$ cat config.mk
export PLATFORM = sky130hd
export DESIGN_NAME = jtopll_mmr
export DESIGN_NICKNAME = d
export VERILOG_FILES = /design/src/rtl/jtopll_mmr.sv
export SDC_FILE = /design/constraint.sdc
export NUM_CORES = 1
export LEC_CHECK = 0
export BUFFER_PORTS_ARGS = -buffer_cell sky130_fd_sc_hd__clkbuf_2
export CELL_PAD_IN_SITES_DETAIL_PLACEMENT = 1
export CELL_PAD_IN_SITES_GLOBAL_PLACEMENT = 2
export CORE_MARGIN = 2
export CORE_UTILIZATION = 31
export DETAILED_ROUTE_END_ITERATION = 8
export GPL_ROUTABILITY_DRIVEN = 1
export PLACE_DENSITY = 0.74
export SETUP_SLACK_MARGIN = 0.02
export SLEW_MARGIN = 5
export SYNTH_ARGS = -nofsm -noshare
export SYNTH_HDL_FRONTEND = slang
export SYNTH_SLANG_ARGS = --single-unit
$ cat constraint.sdc
create_clock -name clk -period 2.13 [get_ports clk]
set_clock_uncertainty 0.15 [all_clocks]
set_input_delay 0.3195 -clock clk [delete_from_list [all_inputs] [get_ports clk]]
set_output_delay 0.3195 -clock clk [all_outputs]
set_load 0.05 [all_outputs]
$ cat src/rtl/jtopll_mmr.sv
`default_nettype none
//------------------------------------------------------------------------------
// Module      : jtopll_mmr
// Description : CPU write port for the OPLL register file. Decodes writes
//               into held update strobes and stores the rhythm controls.
// Revision    : 1.0 - initial release
//------------------------------------------------------------------------------
module jtopll_mmr #(
    parameter int ZHOLD = 2
) (
    input  logic       clk,
    input  logic       rst,
    input  logic       cen,
    input  logic       cs_n,
    input  logic       wr_n,
    input  logic       addr,
    input  logic [7:0] din,
    input  logic       zero,
    output logic [7:0] dout,
    output logic [1:0] sel_group,
    output logic [2:0] sel_sub,
    output logic       up_fnumlo,
    output logic       up_fnumhi,
    output logic       up_inst,
    output logic       up_original,
    output logic       rhy_en,
    output logic [4:0] rhy_kon,
    output logic       busy
);

    localparam int              CW      = (ZHOLD < 1) ? 1 : $clog2(ZHOLD + 1);
    localparam logic [CW-1:0]   C_ZHOLD = CW'(ZHOLD);

    typedef enum logic [0:0] {
        ST_IDLE = 1'b0,
        ST_HOLD = 1'b1
    } state_t;

    state_t          state_q, state_d;
    logic [CW-1:0]   zcnt_q,  zcnt_d;
    logic [7:0]      areg_q,  areg_d;
    logic [7:0]      dout_q,  dout_d;
    logic [1:0]      group_q, group_d;
    logic [2:0]      sub_q,   sub_d;
    // One-hot strobes: [0] original, [1] fnumlo, [2] fnumhi, [3] inst
    logic [3:0]      up_q,    up_d;
    logic            busy_q,  busy_d;
    logic            rhy_en_q,  rhy_en_d;
    logic [4:0]      rhy_kon_q, rhy_kon_d;
    logic            wact_q,  wact_d;

    logic            w_wr_act;
    logic            w_wr_edge;
    logic            w_data_wr;
    logic [3:0]      w_kind;
    logic            w_rhy;
    logic [1:0]      w_grp;
    logic [2:0]      w_sub;

    assign w_wr_act  = ~cs_n & ~wr_n;
    assign w_wr_edge = w_wr_act & ~wact_q;
    assign w_data_wr = w_wr_edge & addr;

    // Address decode of the latched register number
    always_comb begin
        w_kind = 4'b0000;
        w_rhy  = 1'b0;
        w_grp  = 2'd0;
        w_sub  = 3'd0;
        case (areg_q[7:4])
            4'h0: begin
                if (!areg_q[3]) begin
                    w_kind = 4'b0001;
                    w_sub  = areg_q[2:0];
                end else if (areg_q[3:0] == 4'hE) begin
                    w_rhy = 1'b1;
                end
            end
            4'h1, 4'h2, 4'h3: begin
                if (areg_q[3:0] <= 4'd8) begin
                    w_kind = 4'b0001 << areg_q[5:4];
                    case (areg_q[3:0])
                        4'd0, 4'd1, 4'd2: begin
                            w_grp = 2'd0;
                            w_sub = 3'(areg_q[3:0]);
                        end
                        4'd3, 4'd4, 4'd5: begin
                            w_grp = 2'd1;
                            w_sub = 3'(areg_q[3:0] - 4'd3);
                        end
                        default: begin
                            w_grp = 2'd2;
                            w_sub = 3'(areg_q[3:0] - 4'd6);
                        end
                    endcase
                end
            end
            default: ;
        endcase
    end

    always_comb begin
        state_d   = state_q;
        zcnt_d    = zcnt_q;
        areg_d    = areg_q;
        dout_d    = dout_q;
        group_d   = group_q;
        sub_d     = sub_q;
        up_d      = up_q;
        busy_d    = busy_q;
        rhy_en_d  = rhy_en_q;
        rhy_kon_d = rhy_kon_q;
        wact_d    = w_wr_act;

        if (w_wr_edge && !addr) begin
            areg_d = din;
        end

        // Rhythm writes bypass the hold machine entirely
        if (w_data_wr && w_rhy) begin
            rhy_en_d  = din[5];
            rhy_kon_d = din[4:0];
        end

        case (state_q)
            ST_IDLE: begin
                if (w_data_wr && (w_kind != 4'b0000)) begin
                    dout_d  = din;
                    group_d = w_grp;
                    sub_d   = w_sub;
                    up_d    = w_kind;
                    busy_d  = 1'b1;
                    zcnt_d  = '0;
                    state_d = ST_HOLD;
                end
            end
            ST_HOLD: begin
                if (cen && zero) begin
                    if (zcnt_q + CW'(1) == C_ZHOLD) begin
                        up_d    = 4'b0000;
                        busy_d  = 1'b0;
                        zcnt_d  = '0;
                        state_d = ST_IDLE;
                    end else begin
                        zcnt_d  = zcnt_q + CW'(1);
                    end
                end
            end
            default: state_d = ST_IDLE;
        endcase
    end

    always_ff @(posedge clk or posedge rst) begin
        if (rst) begin
            state_q   <= ST_IDLE;
            zcnt_q    <= '0;
            areg_q    <= 8'h00;
            dout_q    <= 8'h00;
            group_q   <= 2'd0;
            sub_q     <= 3'd0;
            up_q      <= 4'b0000;
            busy_q    <= 1'b0;
            rhy_en_q  <= 1'b0;
            rhy_kon_q <= 5'd0;
            wact_q    <= 1'b0;
        end else begin
            state_q   <= state_d;
            zcnt_q    <= zcnt_d;
            areg_q    <= areg_d;
            dout_q    <= dout_d;
            group_q   <= group_d;
            sub_q     <= sub_d;
            up_q      <= up_d;
            busy_q    <= busy_d;
            rhy_en_q  <= rhy_en_d;
            rhy_kon_q <= rhy_kon_d;
            wact_q    <= wact_d;
        end
    end

    assign dout        = dout_q;
    assign sel_group   = group_q;
    assign sel_sub     = sub_q;
    assign up_original = up_q[0];
    assign up_fnumlo   = up_q[1];
    assign up_fnumhi   = up_q[2];
    assign up_inst     = up_q[3];
    assign busy        = busy_q;
    assign rhy_en      = rhy_en_q;
    assign rhy_kon     = rhy_kon_q;

endmodule
`default_nettype wire

==> results.sh, run 1 <==
export IMPL_status="complete, no violations"
export IMPL_hold_viol=0
export IMPL_grt_overflow=0
export IMPL_crit_start="areg_q[0]"
export IMPL_layout_setup_ws_ns=0.0943
export IMPL_slowest_delay_ns=0.43
export IMPL_p_int_uw=1550
export IMPL_clkLatencyLatePin_ns=0.28
export IMPL_dieArea_um2=6130
export IMPL_max_freq_mhz=491
export IMPL_finalCritPeriodShare_pct=95.6
export IMPL_cap_violations=0
export IMPL_cts_made_buffers=5
export IMPL_cp_required_ns=2.15
export IMPL_synth_nets=163
export IMPL_netlist_area_um2=1710
export IMPL_grt_pass1_vias=1441
export IMPL_drtPass1Iterations=3
export IMPL_power_density_nw_per_um2=1290
export IMPL_routed_via_density=4.75
export IMPL_synthArstFlopShare_pct=100
export IMPL_yosysWarningCount=0
export IMPL_grt_first_pass_wirelength_um=7060
export IMPL_yosys_register_bits=36
export IMPL_vdd_drop_max_uv=558
export IMPL_reg2reg_slack_ns=0.09
export IMPL_switching_power_uw=1300
export IMPL_nNetsFinal=219
export IMPL_place_hpwl_um=3100
export IMPL_routed_wl_um=3990
export IMPL_diodes=0
export IMPL_core_area_um2=5410
export IMPL_post_route_min_period_ns=2.04
export IMPL_io_buffers=38
export IMPL_syn_mean_instance_area_um2=11.9
export IMPL_cp_slowest_cell="a2111oi_4"
export IMPL_start_kind="register"
export IMPL_hp_class="in -> reg"
export IMPL_setup_viol=0
export IMPL_synth_top_area_share_pct=52.6
export IMPL_power_leakage_uw=0.00113
export IMPL_clock_path_buffers=2
export IMPL_grt_setup_unrepaired="yes"
export IMPL_worstSetupPathType="reg -> reg"
export IMPL_r2r_start="areg_q[0]"
export IMPL_final_core_util_pct=40.8
export IMPL_reg2regPathDepth=7
export IMPL_synth_area_leader_cell="dfrtp_1"
export IMPL_cp_depth=7
export IMPL_synth_distinct_cells=36
export IMPL_clk_pin_slew_ns=0.07
export IMPL_pwr_share_seq_pct=36.8
export IMPL_cp_arrival_ns=2.06
export IMPL_netlist_top_cells_count="36 x dfrtp_1, 17 x nand2_1, 11 x mux2_2"
export IMPL_area_growth_synth_to_final_pct=28.9
export IMPL_comb_power_share_pct=46.7
export IMPL_worstPathCellList="inv_2 -> ha_4 -> nand2b_4 -> a2111oi_4 -> o21ai_4 -> buf_12 -> mux2_4"
export IMPL_num_rows=27
export IMPL_synth_seq_area_share_pct=52.6
export IMPL_critPathTopFamily="compound AO/OA/AOI/OAI gates"
export IMPL_die_w_um=78.3
export IMPL_start_util_pct=31.7
export IMPL_maxSlewHeadroom_pct=70.6
export IMPL_yosysMostFrequentCell="dfrtp_1"
export IMPL_tritoncts="done"
export IMPL_cts_htree_levels=2
export IMPL_die_h_um=78.3
export IMPL_synth_edf_count=0
export IMPL_tns_ns=0
export IMPL_wl_per_cell_um=14.6
export IMPL_gp_congestion=0.884
export IMPL_critPathMaxFanout=16
export IMPL_pre_cts_ws_ns=0.0352
export IMPL_maxSlewViolCount=0
export IMPL_dr_total_vias=1296
export IMPL_worst_pin_slew_ns=0.440
export IMPL_grt_start_max_net_pins=37
export IMPL_yosys_top_cells_area="dfrtp_1 53%, mux2_2 7.2%, mux2_4 7.0%, nand2_1 3.7%, ha_1 2.9%"
export IMPL_power_uw=2850
export IMPL_clockRootBuffer="clkbuf_8"
export IMPL_ys_flop_type="dfrtp_1"
export IMPL_critPathCapture="dout[2]"
export IMPL_r2r_end="dout[2]"
export IMPL_hold_ws_ns=0.132
export IMPL_antenna_found_initial=0
export IMPL_pwr_share_clk_pct=16.4
export IMPL_drtAntennaViolNets=0
export IMPL_end_kind="register"
export IMPL_grtUsageTotal_pct=14.4
export IMPL_cts_sinks=36
export IMPL_syn_instance_count=144
export IMPL_drt_iter0_drc=73
export IMPL_final_layout_size_suffix_gt1_share_pct=44.8
export IMPL_swShare_pct=45.5
export IMPL_io_pins=39
export IMPL_path_buf_inv=2
export IMPL_route_detailed_drc=0
-- registers in the layout (all words and copies together) (netlist names) --
signal,flops
zcnt_q,2
busy,1
rhy_kon,5
rhy_en,1
sel_sub,3
state_q,1
wact_q,1
areg_q,8
dout,8
up_q,4
sel_group,2
-- power by group through the flow --
| stage | clock [uW] | sequential, uW | combinational (uW) |
|---|---|---|---|
| final | 468 | 1050 | 1330 |
| after global routing | 522 | 1080 | 1430 |
| after CTS | 488 | 1050 | 1320 |
| after detailed placement | 0 | 1070 | 1320 |
| after global placement | 0 | 1050 | 1290 |
| after floorplan | 0 | 1600 | 412 |
-- timing repair --
action,4_1_cts,5_1_grt
setup buffers,0,3
endpoints found under the setup margin,0,19
hold buffers,1,0
resized for setup,0,5
endpoints found under the hold margin,36,0
-- worst min path at each step --
stage                      start         to  slack, ns  cells after the start
final                     din[1]  areg_q[1]       0.13                      3
after CTS                 din[1]  areg_q[1]       0.13                      3
after detailed placement     rst     rhy_en       0.29                      3
after floorplan           din[0]  areg_q[0]       0.29                      2
after global placement       rst     rhy_en       0.27                      3
after global routing      din[6]    dout[6]       0.13                      2
-- worst register-to-register path: stages (launching register included) --
cell,delay [ns]
dfrtp_1,0.40
inv_2,0.11
ha_4,0.17
nand2b_4,0.06
a2111oi_4,0.43
o21ai_4,0.13
buf_12,0.18
mux2_4,0.30
-- layer usage --
metal	vias to the layer above	track usage, %	routed length [um]
li1	618	-	-
met1	649	17.2	1630
met2	22	26.0	2200
met3	7	3.10	116
met4	0	4.04	39
met5	-	0	0
-- layout make-up --
cell class / instances / area (um^2)
clock buffer: 5 / 68.8
clock inverter: 3 / 18.8
fill: 637 / 3200
inverter: 5 / 18.8
multi-input combinational: 97 / 776
sequential: 36 / 901
tap: 72 / 90.1
timing repair buffer: 55 / 333
-- cells by family after synthesis --
group                    count (synthesis)  synth area share, %
adder cells (fa/ha/maj)                  4                 2.92
buffers and inverters                   11                 3.44
flip-flops                              36                 52.6
multiplexers                            19                 14.3
AO/OA/AOI/OAI                           24                 10.8
AND/OR/NAND/NOR                         50                 15.9
-- metrics by stage --
step,instance area (um^2),cells
6_report,2210,273
5_1_grt,2210,273
4_1_cts,2160,270
3_5_place_dp,2060,261
3_3_place_gp,2060,261
2_1_floorplan,1710,144
-- cell usage in the layout, fill, tap and decap left out, types with 3 or more instances in the layout --
cell,n
a32o_1,4
mux2_4,8
mux2_2,11
nand3_1,6
clkbuf_2,38
ha_1,3
buf_4,15
a21oi_1,7
o21ai_0,4
nand2_1,17
and3_1,3
inv_1,4
clkbuf_8,5
dfrtp_1,36
nor2_1,9
(Power assumes the default switching activity.)
==> run 2, diff against run 1 <==
--- a/config.mk
+++ b/config.mk
@@ -5,14 +5,15 @@
 export SDC_FILE = /design/constraint.sdc
 export NUM_CORES = 1
 export LEC_CHECK = 0
+export ABC_AREA = 1
 export BUFFER_PORTS_ARGS = -buffer_cell sky130_fd_sc_hd__clkbuf_2
 export CELL_PAD_IN_SITES_DETAIL_PLACEMENT = 1
 export CELL_PAD_IN_SITES_GLOBAL_PLACEMENT = 2
 export CORE_MARGIN = 2
-export CORE_UTILIZATION = 31
+export CORE_UTILIZATION = 28
 export DETAILED_ROUTE_END_ITERATION = 8
 export GPL_ROUTABILITY_DRIVEN = 1
-export PLACE_DENSITY = 0.74
+export PLACE_DENSITY = 0.73
 export SETUP_SLACK_MARGIN = 0.02
 export SLEW_MARGIN = 5
 export SYNTH_ARGS = -nofsm -noshare
==> run 2 against run 1 <==
  * Synthesized cell count grew 39%
  * Sequential power is 4% lower
  * Combinational power shrank 14%
  * Largest power group unchanged
  * Non-clock buffer count fell by 10
  * Register-to-register slack better by 0.11 ns
  * Hold slack lost 0.088 ns
  * First-iteration DRC count is 49% lower
  * Worst setup slack better by 0.11 ns
==> results.sh, run 2 <==
export IMPL_global_route_usage_met2_pct=18.3
export IMPL_yosys_register_bits=36
export IMPL_power_leakage_uw=0.00118
export IMPL_cp_common_cell="inv_1"
export IMPL_io_pins=39
export IMPL_grt_pass1_vias=1504
export IMPL_clkLatencyLatePin_ns=0.28
export IMPL_ys_flop_type="dfrtp_1"
export IMPL_wl_per_cell_um=12.0
export IMPL_diodes=0
export IMPL_clk_pin_slew_ns=0.07
export IMPL_io_buffers=38
export IMPL_gp_congestion=0.831
export IMPL_synth_area_leader_cell="dfrtp_1"
export IMPL_status="complete, no violations"
export IMPL_nNetsFinal=266
export IMPL_netlist_top_cells_count="57 x nand2_1, 36 x dfrtp_1, 23 x inv_1"
export IMPL_end_kind="register"
export IMPL_synth_distinct_cells=23
export IMPL_start_util_pct=29.4
export IMPL_yosys_top_cells_area="dfrtp_1 51%, nand2_1 12%, o21ai_2 8.4%, inv_1 4.9%, nand3_1 3.7%"
export IMPL_dr_total_vias=1402
export IMPL_comb_power_share_pct=41.8
export IMPL_post_cts_buffers=0
export IMPL_dieArea_um2=6980
export IMPL_num_rows=28
export IMPL_vdd_drop_max_uv=490
export IMPL_route_detailed_drc=0
export IMPL_tns_ns=0
export IMPL_cap_violations=0
export IMPL_max_freq_mhz=519
export IMPL_setup_viol=0
export IMPL_p_int_uw=1510
export IMPL_cp_required_ns=2.15
export IMPL_finalCritPeriodShare_pct=90.5
export IMPL_switching_power_uw=1220
export IMPL_grt_start_max_net_pins=37
export IMPL_maxSlewHeadroom_pct=65.9
export IMPL_worstPathCellList="inv_1 -> ha_1 -> inv_1 -> o21ai_1 -> nand4_1 -> nand3_2 -> nand2_4 -> buf_4 -> nand3_1 -> nand2_1"
export IMPL_critPathMaxFanout=12
export IMPL_tritoncts="done"
export IMPL_worstSetupPathType="reg -> reg"
export IMPL_cts_made_buffers=5
export IMPL_power_density_nw_per_um2=1250
export IMPL_final_core_util_pct=36.2
export IMPL_post_route_min_period_ns=1.93
export IMPL_synth_nets=219
export IMPL_core_area_um2=6030
export IMPL_synth_edf_count=0
export IMPL_cp_slowest_cell="dfrtp_1"
export IMPL_grtUsageTotal_pct=11.9
export IMPL_antenna_found_initial=0
export IMPL_drtAntennaViolNets=0
export IMPL_drtPass1Iterations=4
export IMPL_pwr_share_seq_pct=36.9
export IMPL_maxSlewViolCount=0
export IMPL_final_common_cell="nand2_1"
export IMPL_swShare_pct=44.8
export IMPL_grt_overflow=0
export IMPL_area_growth_synth_to_final_pct=23.1
export IMPL_grt_setup_unrepaired="no"
export IMPL_most_common_layout_cells="57 x nand2_1, 38 x clkbuf_2, 36 x dfrtp_1, 23 x inv_1, 17 x o21ai_2"
export IMPL_slowest_delay_ns=0.43
export IMPL_drt_iter0_drc=37
export IMPL_cts_sinks=36
export IMPL_synth_top_area_share_pct=50.8
export IMPL_routed_wl_um=3890
export IMPL_busiest_layer="met2"
export IMPL_clock_path_buffers=2
export IMPL_syn_mean_instance_area_um2=8.86
export IMPL_hp_class="in -> reg"
export IMPL_hold_viol=0
export IMPL_die_h_um=83.6
export IMPL_use_met1_pct=15.8
export IMPL_synth_seq_area_share_pct=50.8
export IMPL_cts_htree_levels=2
export IMPL_pwr_share_clk_pct=21.2
export IMPL_layout_setup_ws_ns=0.202
export IMPL_yosysWarningCount=0
export IMPL_grt_first_pass_wirelength_um=6760
export IMPL_worst_pin_slew_ns=0.510
export IMPL_die_w_um=83.6
export IMPL_start_kind="register"
export IMPL_yosysMostFrequentCell="nand2_1"
export IMPL_final_layout_size_suffix_gt1_share_pct=32.7
export IMPL_syn_instance_count=200
export IMPL_num_fill_cells=754
export IMPL_place_hpwl_um=3040
export IMPL_use_met3_pct=3.46
export IMPL_cp_arrival_ns=1.95
export IMPL_synthArstFlopShare_pct=100
export IMPL_clockRootBuffer="clkbuf_8"
export IMPL_routed_via_density=4.34
export IMPL_netlist_area_um2=1770
export IMPL_pre_cts_ws_ns=0.214
## run 2: power by group through the flow
stage / Clock [uW] / Sequential [uW] / Combinational, uW
2_1_floorplan: 0 / 1510 / 391
3_3_place_gp: 0 / 1030 / 1150
3_5_place_dp: 0 / 1030 / 1160
4_1_cts: 611 / 1020 / 1160
5_1_grt: 646 / 1040 / 1240
6_report: 581 / 1010 / 1140
## run 2: kinds of logic after synthesis
family | count (synthesis) | share of synthesized area (%)
adder cells (fa/ha/maj) | 4 | 2.82
AND/OR/NAND/NOR | 97 | 25.4
AO/OA/AOI/OAI | 32 | 12.7
flip-flops | 36 | 50.8
buffers and inverters | 31 | 8.26
## run 2: critical path, delay by kind of cell, from the launching register on
kind / cells / cell delay (ns)
and+or+nand+nor: 5 / 0.49
DFF: 1 / 0.43
buffers and inverters: 3 / 0.39
adders and majority gates: 1 / 0.20
AOI/OAI and AO/OA: 1 / 0.15
## run 2: metal layers
layer  share of wire, %  vias up
met5                  0        -
met1                 50      624
li1                   -      740
met2                 44       33
met3                5.3        5
met4                1.2        0
## run 2: stage by stage
stage | total power, uW | cell area [um^2] | std cells | hold WS (ns)
after global routing | 2930 | 2180 | 323 | 0.0365
after floorplan | 1900 | 1770 | 200 | 0.236
after CTS | 2790 | 2180 | 323 | 0.0324
final | 2730 | 2180 | 323 | 0.0442
after detailed placement | 2180 | 2070 | 314 | 0.291
after global placement | 2170 | 2070 | 314 | 0.288
## run 2: worst paths after layout
| check | startpoint | endpoint | slack, ns | cells past startpoint |
|---|---|---|---|---|
| worst max-delay path | areg_q[0] | up_q[2] | 0.20 | 10 |
| worst min-delay path | cs_n | wact_q | 0.04 | 2 |
| worst max register to register | areg_q[0] | up_q[2] | 0.20 | 10 |
| worst min register to register | sel_sub[1] | sel_sub[1] | 0.33 | 2 |
| max in group asynchronous | rst | sel_group[0] | 0.98 | 4 |
| min in group asynchronous | rst | dout[6] | 0.53 | 4 |
## run 2: area by class of cell
cell class                      instances  area (um^2)  share of cell area, %
Sequential cell                        36          901                   41.3
Multi-Input combinational cell        133          726                   33.2
Timing Repair Buffer                   45          258                   11.8
Inverter                               26         97.6                   4.47
Tap cell                               75         93.8                   4.30
Clock buffer                            6         72.6                   3.32
Clock inverter                          2         35.0                   1.60
## run 2: repair_timing
| item | 4_1_cts | 5_1_grt |
|---|---|---|
| hold endpoints to repair | 36 | 0 |
| hold buffers | 1 | 0 |
| resized for setup | 0 | 0 |
